==> config.mk <==
export PLATFORM = sky130hd
export DESIGN_NAME = dsm2_ef7_mod_flat
export DESIGN_NICKNAME = d
export VERILOG_FILES = /design/src/rtl/dsm_pkg.sv /design/src/rtl/dsm2_ef7_mod_if.sv /design/src/rtl/dsm_quant7.sv /design/src/rtl/dsm2_ef7_mod.sv /design/src/flat_wrapper.sv
export SDC_FILE = /design/constraint.sdc
export NUM_CORES = 1
export LEC_CHECK = 0
export ABC_AREA = 1
export CORE_MARGIN = 8
export CORE_UTILIZATION = 29
export CTS_CLUSTER_SIZE = 14
export DETAILED_ROUTE_END_ITERATION = 7
export GPL_TIMING_DRIVEN = 0
export PLACE_DENSITY = 0.41
export SETUP_SLACK_MARGIN = 0.4
export SYNTH_ARGS = -nofsm -noshare
export SYNTH_HDL_FRONTEND = slang
export SYNTH_SLANG_ARGS = --single-unit
==> constraint.sdc <==
create_clock -name clk -period 19.3 [get_ports clk]
set_clock_uncertainty 0.2 [all_clocks]
set_input_delay 4.825 -clock clk [delete_from_list [all_inputs] [get_ports clk]]
set_output_delay 4.825 -clock clk [all_outputs]
set_load 0.01 [all_outputs]
==> src/rtl/dsm_pkg.sv <==
// Shared constants for the 7-level delta-sigma modulator: output levels,
// loop state encoding and the dither LFSR definition.
package dsm_pkg;

  localparam int Q_MIN    = -3;
  localparam int Q_MAX    = 3;
  localparam int V_OFFSET = 3;
  localparam int N_ELEM   = 6;

  typedef enum logic {
    RUN     = 1'b0,
    RECOVER = 1'b1
  } state_t;

  // x^15 + x^14 + 1, shifted left with feedback into bit 0
  localparam logic [14:0] LFSR_SEED = 15'h7FFF;
  localparam logic [14:0] LFSR_TAPS = 15'h6000;

  // Decision level n*S/2 rounded toward +inf, so integer w >= level matches w >= n*S/2
  function automatic int half_step_ceil(input int n, input int s);
    return (n * s + 1) >>> 1;
  endfunction

endpackage

==> src/rtl/dsm2_ef7_mod_if.sv <==
// Sample-side bus of the modulator: PCM input, control strobes and the
// element-count output handed to the mismatch-shaping stage.
interface dsm2_ef7_mod_if #(
  parameter int DW = 16
);

  logic                 clk_en;
  logic signed [DW-1:0] din;
  logic                 mute;
  logic                 ovl_clr;
  logic signed [3:0]    V;
  logic                 ovl;
  logic                 ovl_sticky;

  modport master (
    output clk_en, din, mute, ovl_clr,
    input  V, ovl, ovl_sticky
  );

  modport slave (
    input  clk_en, din, mute, ovl_clr,
    output V, ovl, ovl_sticky
  );

endinterface

==> src/rtl/dsm_quant7.sv <==
// Seven-level mid-tread quantizer: maps w to q in -3..3 with ties rounding up,
// and flags inputs beyond +/-3.5 steps as clamped.
module dsm_quant7
  import dsm_pkg::*;
#(
  parameter int WW      = 21,
  parameter int FB_STEP = 10923
) (
  input  logic signed [WW-1:0] i_w,
  output logic signed [2:0]    o_q,
  output logic                 o_clamp
);

  localparam logic signed [WW-1:0] THR_N7 = WW'(half_step_ceil(-7, FB_STEP));
  localparam logic signed [WW-1:0] THR_N5 = WW'(half_step_ceil(-5, FB_STEP));
  localparam logic signed [WW-1:0] THR_N3 = WW'(half_step_ceil(-3, FB_STEP));
  localparam logic signed [WW-1:0] THR_N1 = WW'(half_step_ceil(-1, FB_STEP));
  localparam logic signed [WW-1:0] THR_P1 = WW'(half_step_ceil( 1, FB_STEP));
  localparam logic signed [WW-1:0] THR_P3 = WW'(half_step_ceil( 3, FB_STEP));
  localparam logic signed [WW-1:0] THR_P5 = WW'(half_step_ceil( 5, FB_STEP));
  localparam logic signed [WW-1:0] THR_P7 = WW'(half_step_ceil( 7, FB_STEP));

  logic [2:0] w_cnt;

  // Thermometer count of crossed levels is directly q - Q_MIN
  always_comb begin
    w_cnt = '0;
    if (i_w >= THR_N5) w_cnt = w_cnt + 3'd1;
    if (i_w >= THR_N3) w_cnt = w_cnt + 3'd1;
    if (i_w >= THR_N1) w_cnt = w_cnt + 3'd1;
    if (i_w >= THR_P1) w_cnt = w_cnt + 3'd1;
    if (i_w >= THR_P3) w_cnt = w_cnt + 3'd1;
    if (i_w >= THR_P5) w_cnt = w_cnt + 3'd1;
    o_q     = $signed(w_cnt - 3'(-Q_MIN));
    o_clamp = (i_w >= THR_P7) || (i_w < THR_N7);
  end

endmodule

==> src/rtl/dsm2_ef7_mod.sv <==
// Second-order error-feedback delta-sigma modulator, NTF (1-z^-1)^2, producing a
// 7-level element count with overload recovery. Define DSM2_DITHER_EN for LFSR dither.
module dsm2_ef7_mod
  import dsm_pkg::*;
#(
  parameter int DW      = 16,
  parameter int IW      = 20,
  parameter int FB_STEP = 10923,
  parameter int OVL_LIM = 4
) (
  input logic            clk,
  input logic            rstn,
  dsm2_ef7_mod_if.slave  bus
);

  localparam int WW = IW + 1;
  localparam logic signed [IW+1:0] W_MAX = (IW+2)'((1 <<< (IW-1)) - 1);
  localparam logic signed [IW+1:0] W_MIN = (IW+2)'(-(1 <<< (IW-1)));
  localparam logic signed [IW-1:0] STEP  = IW'(FB_STEP);

  state_t               r_state;
  logic [3:0]           r_cnt;
  logic signed [IW-1:0] r_e1;
  logic signed [IW-1:0] r_e2;
  logic signed [3:0]    r_v;
  logic                 r_ovl;
  logic                 r_sticky;

  logic signed [DW-1:0] w_x;
  logic signed [IW+1:0] w_wsum;
  logic signed [IW-1:0] w_w;
  logic signed [WW-1:0] w_wd;
  logic signed [2:0]    w_q;
  logic                 w_clamp;
  logic signed [IW-1:0] w_e;
  logic signed [3:0]    w_v;
  logic                 w_trip;

  // Two guard bits hold x - 2*e1 + e2 exactly before saturating back to IW
  always_comb begin
    w_x    = bus.mute ? '0 : bus.din;
    w_wsum = $signed({{(IW+2-DW){w_x[DW-1]}}, w_x})
           - ($signed({{2{r_e1[IW-1]}}, r_e1}) <<< 1)
           + $signed({{2{r_e2[IW-1]}}, r_e2});
    if (w_wsum > W_MAX)
      w_w = {1'b0, {(IW-1){1'b1}}};
    else if (w_wsum < W_MIN)
      w_w = {1'b1, {(IW-1){1'b0}}};
    else
      w_w = w_wsum[IW-1:0];
  end

`ifdef DSM2_DITHER_EN
  localparam logic signed [WW-1:0] DITHER = WW'(FB_STEP / 16);

  logic [14:0] r_lfsr;

  always_ff @(posedge clk or negedge rstn) begin
    if (!rstn)
      r_lfsr <= LFSR_SEED;
    else if (bus.clk_en)
      r_lfsr <= {r_lfsr[13:0], ^(r_lfsr & LFSR_TAPS)};
  end

  assign w_wd = $signed({w_w[IW-1], w_w}) + (r_lfsr[0] ? DITHER : -DITHER);
`else
  assign w_wd = $signed({w_w[IW-1], w_w});
`endif

  dsm_quant7 #(
    .WW      (WW),
    .FB_STEP (FB_STEP)
  ) u_quant (
    .i_w     (w_wd),
    .o_q     (w_q),
    .o_clamp (w_clamp)
  );

  // e is known to fit in IW bits, so modulo-2^IW arithmetic gives it exactly
  assign w_e    = $signed({{(IW-3){w_q[2]}}, w_q}) * STEP - $signed(w_wd[IW-1:0]);
  assign w_v    = $signed({w_q[2], w_q}) + 4'(V_OFFSET);
  assign w_trip = (r_state == RUN) && w_clamp && (r_cnt == 4'(OVL_LIM - 1));

  always_ff @(posedge clk or negedge rstn) begin
    if (!rstn) begin
      r_state  <= RUN;
      r_cnt    <= '0;
      r_e1     <= '0;
      r_e2     <= '0;
      r_v      <= 4'(V_OFFSET);
      r_ovl    <= 1'b0;
      r_sticky <= 1'b0;
    end else begin
      if (bus.clk_en) begin
        r_v <= w_v;
        case (r_state)
          RUN: begin
            r_e1 <= w_e;
            r_e2 <= r_e1;
            if (w_trip) begin
              r_state <= RECOVER;
              r_ovl   <= 1'b1;
              r_cnt   <= '0;
            end else if (w_clamp) begin
              r_cnt <= r_cnt + 4'd1;
            end else begin
              r_cnt <= '0;
            end
          end
          RECOVER: begin
            r_e1    <= '0;
            r_e2    <= '0;
            r_state <= RUN;
            r_ovl   <= 1'b0;
            r_cnt   <= '0;
          end
        endcase
      end
      // A new overload wins over a simultaneous clear; the clear itself ignores clk_en
      if (bus.clk_en && w_trip)
        r_sticky <= 1'b1;
      else if (bus.ovl_clr)
        r_sticky <= 1'b0;
    end
  end

  assign bus.V          = r_v;
  assign bus.ovl        = r_ovl;
  assign bus.ovl_sticky = r_sticky;

endmodule

==> src/flat_wrapper.sv <==
// flat-port wrapper written by rule: the top's interface ports become plain ports
module dsm2_ef7_mod_flat import dsm_pkg::*;
#(
  parameter int DW      = 16,
  parameter int IW      = 20,
  parameter int FB_STEP = 10923,
  parameter int OVL_LIM = 4
)
  (clk, rstn, bus_clk_en, bus_din, bus_mute, bus_ovl_clr, bus_V, bus_ovl, bus_ovl_sticky);
  dsm2_ef7_mod_if #(.DW(DW)) bus_i ();
  input logic clk;
  input logic rstn;
  input wire logic [$bits(bus_i.clk_en)-1:0] bus_clk_en;
  input wire logic [$bits(bus_i.din)-1:0] bus_din;
  input wire logic [$bits(bus_i.mute)-1:0] bus_mute;
  input wire logic [$bits(bus_i.ovl_clr)-1:0] bus_ovl_clr;
  output wire logic [$bits(bus_i.V)-1:0] bus_V;
  output wire logic [$bits(bus_i.ovl)-1:0] bus_ovl;
  output wire logic [$bits(bus_i.ovl_sticky)-1:0] bus_ovl_sticky;
  assign bus_i.clk_en = bus_clk_en;
  assign bus_i.din = bus_din;
  assign bus_i.mute = bus_mute;
  assign bus_i.ovl_clr = bus_ovl_clr;
  assign bus_V = bus_i.V;
  assign bus_ovl = bus_i.ovl;
  assign bus_ovl_sticky = bus_i.ovl_sticky;
  dsm2_ef7_mod #(.DW(DW), .IW(IW), .FB_STEP(FB_STEP), .OVL_LIM(OVL_LIM)) u_core (.clk(clk), .rstn(rstn), .bus(bus_i));
endmodule
==> run metrics, run 1 <==
status=finished with violations; failing checks=design-rule violations; Slew headroom=0.199; Slew @ Worst Pin=around 1.2 ns; Fillers=2416; detailed-route via count=around 5600; CTS H-tree depth=2; remaining antenna violation count=0; Die ar.=27000 sq um; Max Cap Violations=0; gpl congestion=0.851; Arrival @ worst endpoint=17.45 ns; CTS tree=yes; later-pin clock latency in the skew report=0.31 ns; most frequent cell after synthesis=nand2_1; Vias/cell=4.45; slowest CP cell=fa_1; CP dominant cell by count=nand2_1; critical path type=in -> reg; largest net degree at the start of global routing=27; Fin. Hold Viols=0; row count=54; crit path capture type=flip-flop; Post-synth EDFFs=0; Worst-path clk slew=0.08 ns; synthesized area per cell=6.78 sq um; initial drt markers=~310; clock root buffer=clkbuf_16; post-route minimum period=17.41 ns; Syn-to-layout area delta=12.3%; Hold Path Class=reg -> reg; Netlist cell types=41; maximum root-to-sink buffer count=2; Worst Path Required=19.33 ns; GRT Util Overall=0.151; Fmax=57.4 MHz; chip width=164 um; Gate Count Post-Synth=roughly 940; antenna fix cells=0; io pins=27; initial core utilization=0.294; IO Port Bufs=25; first-pass GRT wire length=31500 um; Setup TNS Final=0 ns; Max Fanout on Critical Path=10; die height=164 um; synthesized flop and latch total=51; initial antenna violation count=0; Buf/Inv on CP=17; number of detailed-route iterations in the first pass=8; top area cells in the synthesized netlist=dfrtp_1 19%, nand2_1 15%, ha_1 12%, inv_1 11%, fa_1 10%; number of global-route vias before repair=5833; sequential area share after synthesis=0.200; Ys Warns=0; Inserted Clock Buffers=5; final wirelength=between 15000 and 20000 um; Final Cycle Share=0.902; Synthesized Nets=around 1100; global route overflow=0; HPWL Detailed=16600 um; WL/cell=15.4 um; CP startpoint kind=primary input; # DRC=1; core area=21700 sq um; cell taking the most area after synthesis=dfrtp_1; fin nets=1088; CP max stage delay=~0.58 ns; max-slew violations=0; Synth Cell Area=6380 sq um; Yosys top cell area share=0.192; Sink Count=51; share of cells above drive strength 1=0.0923; Synth Flop Type=dfrtp_1; CP delay by family, top=simple AND/OR/NAND/NOR gates; CTS Hold Bufs=0; final setup violation count=0; asr flop ratio synth=1.00; list of most frequent post-synthesis cells=256 x nand2_1, 192 x inv_1, 64 x nand3_1, 61 x ha_1, 56 x nor2_1; RSZ-0062 raised after global routing=false
cell type report:
| type | count | area (sq um) | area share |
|---|---|---|---|
| Buffer | 15 | 86.3 | 0.0121 |
| Clock buffer | 6 | 129 | 0.0180 |
| Clock inverter | 2 | 38.8 | 0.00541 |
| Inverter | 208 | 781 | 0.109 |
| Multi-Input combinational cell | 667 | 4240 | 0.591 |
| Sequential cell | 51 | 1280 | 0.178 |
| Tap cell | 280 | 350 | 0.0489 |
| Timing Repair Buffer | 26 | 265 | 0.0370 |
per-layer routing:
metal	wire, um	vias to the layer above	global-route usage
li1	-	3003	-
met1	9570	2528	0.203
met2	9230	53	0.258
met3	412	6	0.0183
met4	106	0	0.0211
met5	0	-	0
cell usage in the layout (no fill, tap or decap), types with 3 or more instances in the layout:
cell	synthesis	layout
nor2_1	56	56
fa_1	32	32
clkbuf_16	0	5
inv_2	15	15
nor3_1	3	3
xor2_1	14	14
xnor2_1	8	8
o211ai_1	3	3
ha_1	61	61
nand4_1	12	12
o21ai_0	21	21
a21oi_1	23	23
o21bai_1	4	4
clkdlybuf4s50_1	0	24
clkbuf_1	9	9
nor2_2	11	11
inv_1	192	192
dfrtp_1	49	49
nand2_1	256	256
nand3_2	9	9
buf_2	2	3
nand3_1	64	64
o22ai_1	33	33
nand2_2	27	27
and2_1	3	3
o21ai_1	5	5
buf_6	3	3
a21boi_0	4	4
nand2_4	5	5
worst paths after layout:
path	from	endpoint	slack [ns]	cells after the start
worst max-delay path	bus_mute	u_core.r_e1[19]	1.89	73
min in group asynchronous	rstn	u_core.r_cnt[3]	4.35	1
worst max register to register	u_core.r_e1[15]	u_core.r_e1[19]	7.40	69
worst min-delay path	u_core.bus.V[0]	u_core.bus.V[0]	0.27	2
max in group asynchronous	rstn	u_core.r_e1[18]	13.97	2
worst min register to register	u_core.bus.V[0]	u_core.bus.V[0]	0.27	2
registers in the layout (all words and copies together) (netlist names):
signal,count
u_core.bus.V,4
u_core.bus.ovl,1
u_core.bus.ovl_sticky,1
u_core.r_cnt,4
u_core.r_e1,20
u_core.r_e2,20
u_core.r_state,1
logic make-up (layout without fill, tap and decap cells):
logic type               after synthesis  after routing  share of synthesized area
AO/OA/AOI/OAI                        102            102                     0.0953
adder cells (fa/ha/maj)               93             93                      0.220
XOR/XNOR                              22             22                     0.0302
buffers and inverters                223            257                      0.136
flip-flops                            51             51                      0.200
AND/OR/NAND/NOR                      450            450                      0.318
worst reg2reg max path: cells and delay by family, from the launching register on:
kind,cells,cell delay [ns]
AO/OA/AOI/OAI,12,2.66
buffers and inverters,14,1.09
adder cells (fa/ha/maj),10,3.24
flip-flops,1,0.47
XOR/XNOR,2,0.38
AND/OR/NAND/NOR,31,3.81
per-stage QoR:
stage | setup slack (ns) | hold slack (ns) | utilization | cell area, sq um | cells
after floorplan | 4.40 | 0.259 | - | 6380 | 941
after global placement | 1.11 | 0.263 | 0.322 | 6980 | 1246
after detailed placement | 1.09 | 0.265 | 0.323 | 7000 | 1247
after CTS | 1.37 | 0.278 | 0.330 | 7160 | 1255
after global routing | 0.484 | 0.282 | 0.330 | 7160 | 1255
final | 1.89 | 0.271 | 0.330 | 7160 | 1255
what timing repair did:
item	CTS	global route
resized for setup	0	2
setup buffers	0	0
setup endpoints to repair	0	1
Power of run 1 is left out: the tool's default activity adds up to more than one toggle a clock period on the data nets, which glitch-free logic cannot reach.
==> run 2: changes to the inputs <==
- CORE_MARGIN: 8 -> unset
==> run 2 against run 1 <==
Effect of this change: the flow now finishes without violations; first-iteration DRC count fell by 18%; global-route usage rose by 3.5 points; clock-buffer cell count fell by 1; via count barely moved; sequential share of layout area barely moved; utilization rose by 0.55 points; non-clock buffer count did not move.
==> run metrics, run 2 (synthesis gave the netlist of run 1 again) <==
status=finished clean (was finished with violations); Final Cycle Share=0.905 (was 0.902); Hold Path Class=reg -> reg (unchanged); Core Util, Final=0.336 (was 0.330); clock root buffer=clkbuf_16 (unchanged); fin nets=1088 (unchanged); CP max stage delay=0.57 ns (was 0.58 ns); slowest CP cell=fa_1 (unchanged); share of cells above drive strength 1=0.0933 (was 0.0923); HPWL Detailed=16400 um (was 16600 um); CP startpoint kind=primary input (unchanged); die height=150 um (was 164 um); final hold slack=0.269 ns (was 0.271 ns); Sink Count=51 (unchanged); maximum root-to-sink buffer count=2 (unchanged); Slew headroom=0.321 (was 0.199); placed inst area=6990 sq um (was 7000 sq um); post-route minimum period=17.47 ns (was 17.41 ns); initial drt markers=258 (was 314); max-slew violations=0 (unchanged); CP dominant cell by count=nand2_1 (unchanged); CTS tree=yes (unchanged); Vias/cell=4.47 (was 4.45); global route overflow=0 (unchanged); leading cell type in the layout, fill and taps excluded=nand2_1 (unchanged); RSZ-0062 raised after global routing=false (unchanged); Fillers=2332 (was 2416); final setup violation count=0 (unchanged); most frequent cells in the layout=256 x nand2_1, 192 x inv_1, 64 x nand3_1, 61 x ha_1, 56 x nor2_1 (unchanged); hold-critical path depth=2 (unchanged); gpl congestion=0.849 (was 0.851); critical path type=in -> reg (unchanged); WL/cell=15.4 um (about the same); number of global-route vias before repair=5786 (was 5833); antenna fix cells=0 (unchanged); Inserted Clock Buffers=5 (unchanged); Final Instance Area=7150 sq um (was 7160 sq um); final wirelength=19200 um (was 19300 um); remaining antenna violation count=0 (unchanged); initial antenna violation count=0 (unchanged); CTS Hold Bufs=0 (unchanged); Max Cap Violations=0 (unchanged); Die ar.=22600 sq um (was 27000 sq um); Max Fanout on Critical Path=10 (unchanged); Syn-to-layout area delta=12.1% (was 12.3%); number of detailed-route iterations in the first pass=5 (was 8); detailed-route via count=5586 (was 5590); first-pass GRT wire length=31500 um (about the same); crit path capture type=flip-flop (unchanged); Fmax=57.2 MHz (was 57.4 MHz); later-pin clock latency in the skew report=0.31 ns (about the same); # DRC=0 (was 1); Worst Path Required=19.34 ns (was 19.33 ns); chip width=150 um (was 164 um); IO Port Bufs=25 (unchanged); GRT Util Overall=0.186 (was 0.151); CTS H-tree depth=2 (unchanged); Worst-path clk slew=0.09 ns (was 0.08 ns); post-CTS setup buffer count=0 (unchanged); Setup TNS Final=0 ns (unchanged); row count=53 (was 54); Regs by FF count=u_core.r_e1 x20, u_core.r_e2 x20 (unchanged); io pins=27 (unchanged); core area=21300 sq um (was 21700 sq um); largest net degree at the start of global routing=28 (was 27); Slew @ Worst Pin=1.01 ns (was 1.20 ns); Resize count post-CTS=0 (unchanged); Arrival @ worst endpoint=17.51 ns (was 17.45 ns); Fin. Hold Viols=0 (unchanged); r2r worst-path depth=69 (unchanged); initial core utilization=0.300 (was 0.294)
-- run 2: changes by cell type in the layout (fill, tap and decap cells not counted), sizes merged --
cell and change:
bufinv -1, inv +1, clkinv +1, clkbuf -1
-- run 2: layer usage --
metal / vias to the layer above / wire length (um) / track usage
met1: 2530 / 9780 / 0.258
met2: 49 / 8910 / 0.311
met4: 0 / 185 / 0.0343
met5: - / 0 / 0
met3: 9 / 332 / 0.0209
li1: 2998 / - / -
-- run 2: path summary, 6_finish.rpt --
check	start	to	slack, ns
max reg2reg	u_core.r_e1[15]	u_core.r_e1[19]	7.39
max	bus_mute	u_core.r_e1[19]	1.83
min	u_core.bus.V[1]	u_core.bus.V[1]	0.27
max in group asynchronous	rstn	u_core.r_e2[17]	13.99
min in group asynchronous	rstn	u_core.r_cnt[3]	4.33
min reg2reg	u_core.bus.V[1]	u_core.bus.V[1]	0.27
-- run 2: cell type report --
type | count | area (sq um) | share of cell area
clock inverter | 3 | 33.8 | 0.00473
buffer | 15 | 86.3 | 0.0121
clock buffer | 5 | 125 | 0.0175
tap | 275 | 344 | 0.0481
multi-input combinational | 667 | 4240 | 0.592
sequential | 51 | 1280 | 0.179
inverter | 208 | 781 | 0.109
timing repair buffer | 26 | 265 | 0.0371
-- run 2: metrics by stage --
stage,std cells,worst slack [ns]
3_3_place_gp,1241,0.969
6_report,1250,1.83
2_1_floorplan,941,4.40
4_1_cts,1250,1.33
5_1_grt,1250,0.527
3_5_place_dp,1242,1.05
-- run 2: critical path: cells and delay by family --
kind / cells / cell delay (ns)
AOI/OAI and AO/OA: 12 / 2.66
xor gates and xnor gates: 2 / 0.44
adders and majority gates: 10 / 3.31
buffers and inverters: 16 / 2.20
and+or+nand+nor: 33 / 4.06
Power of run 2 is left out for the same reason.
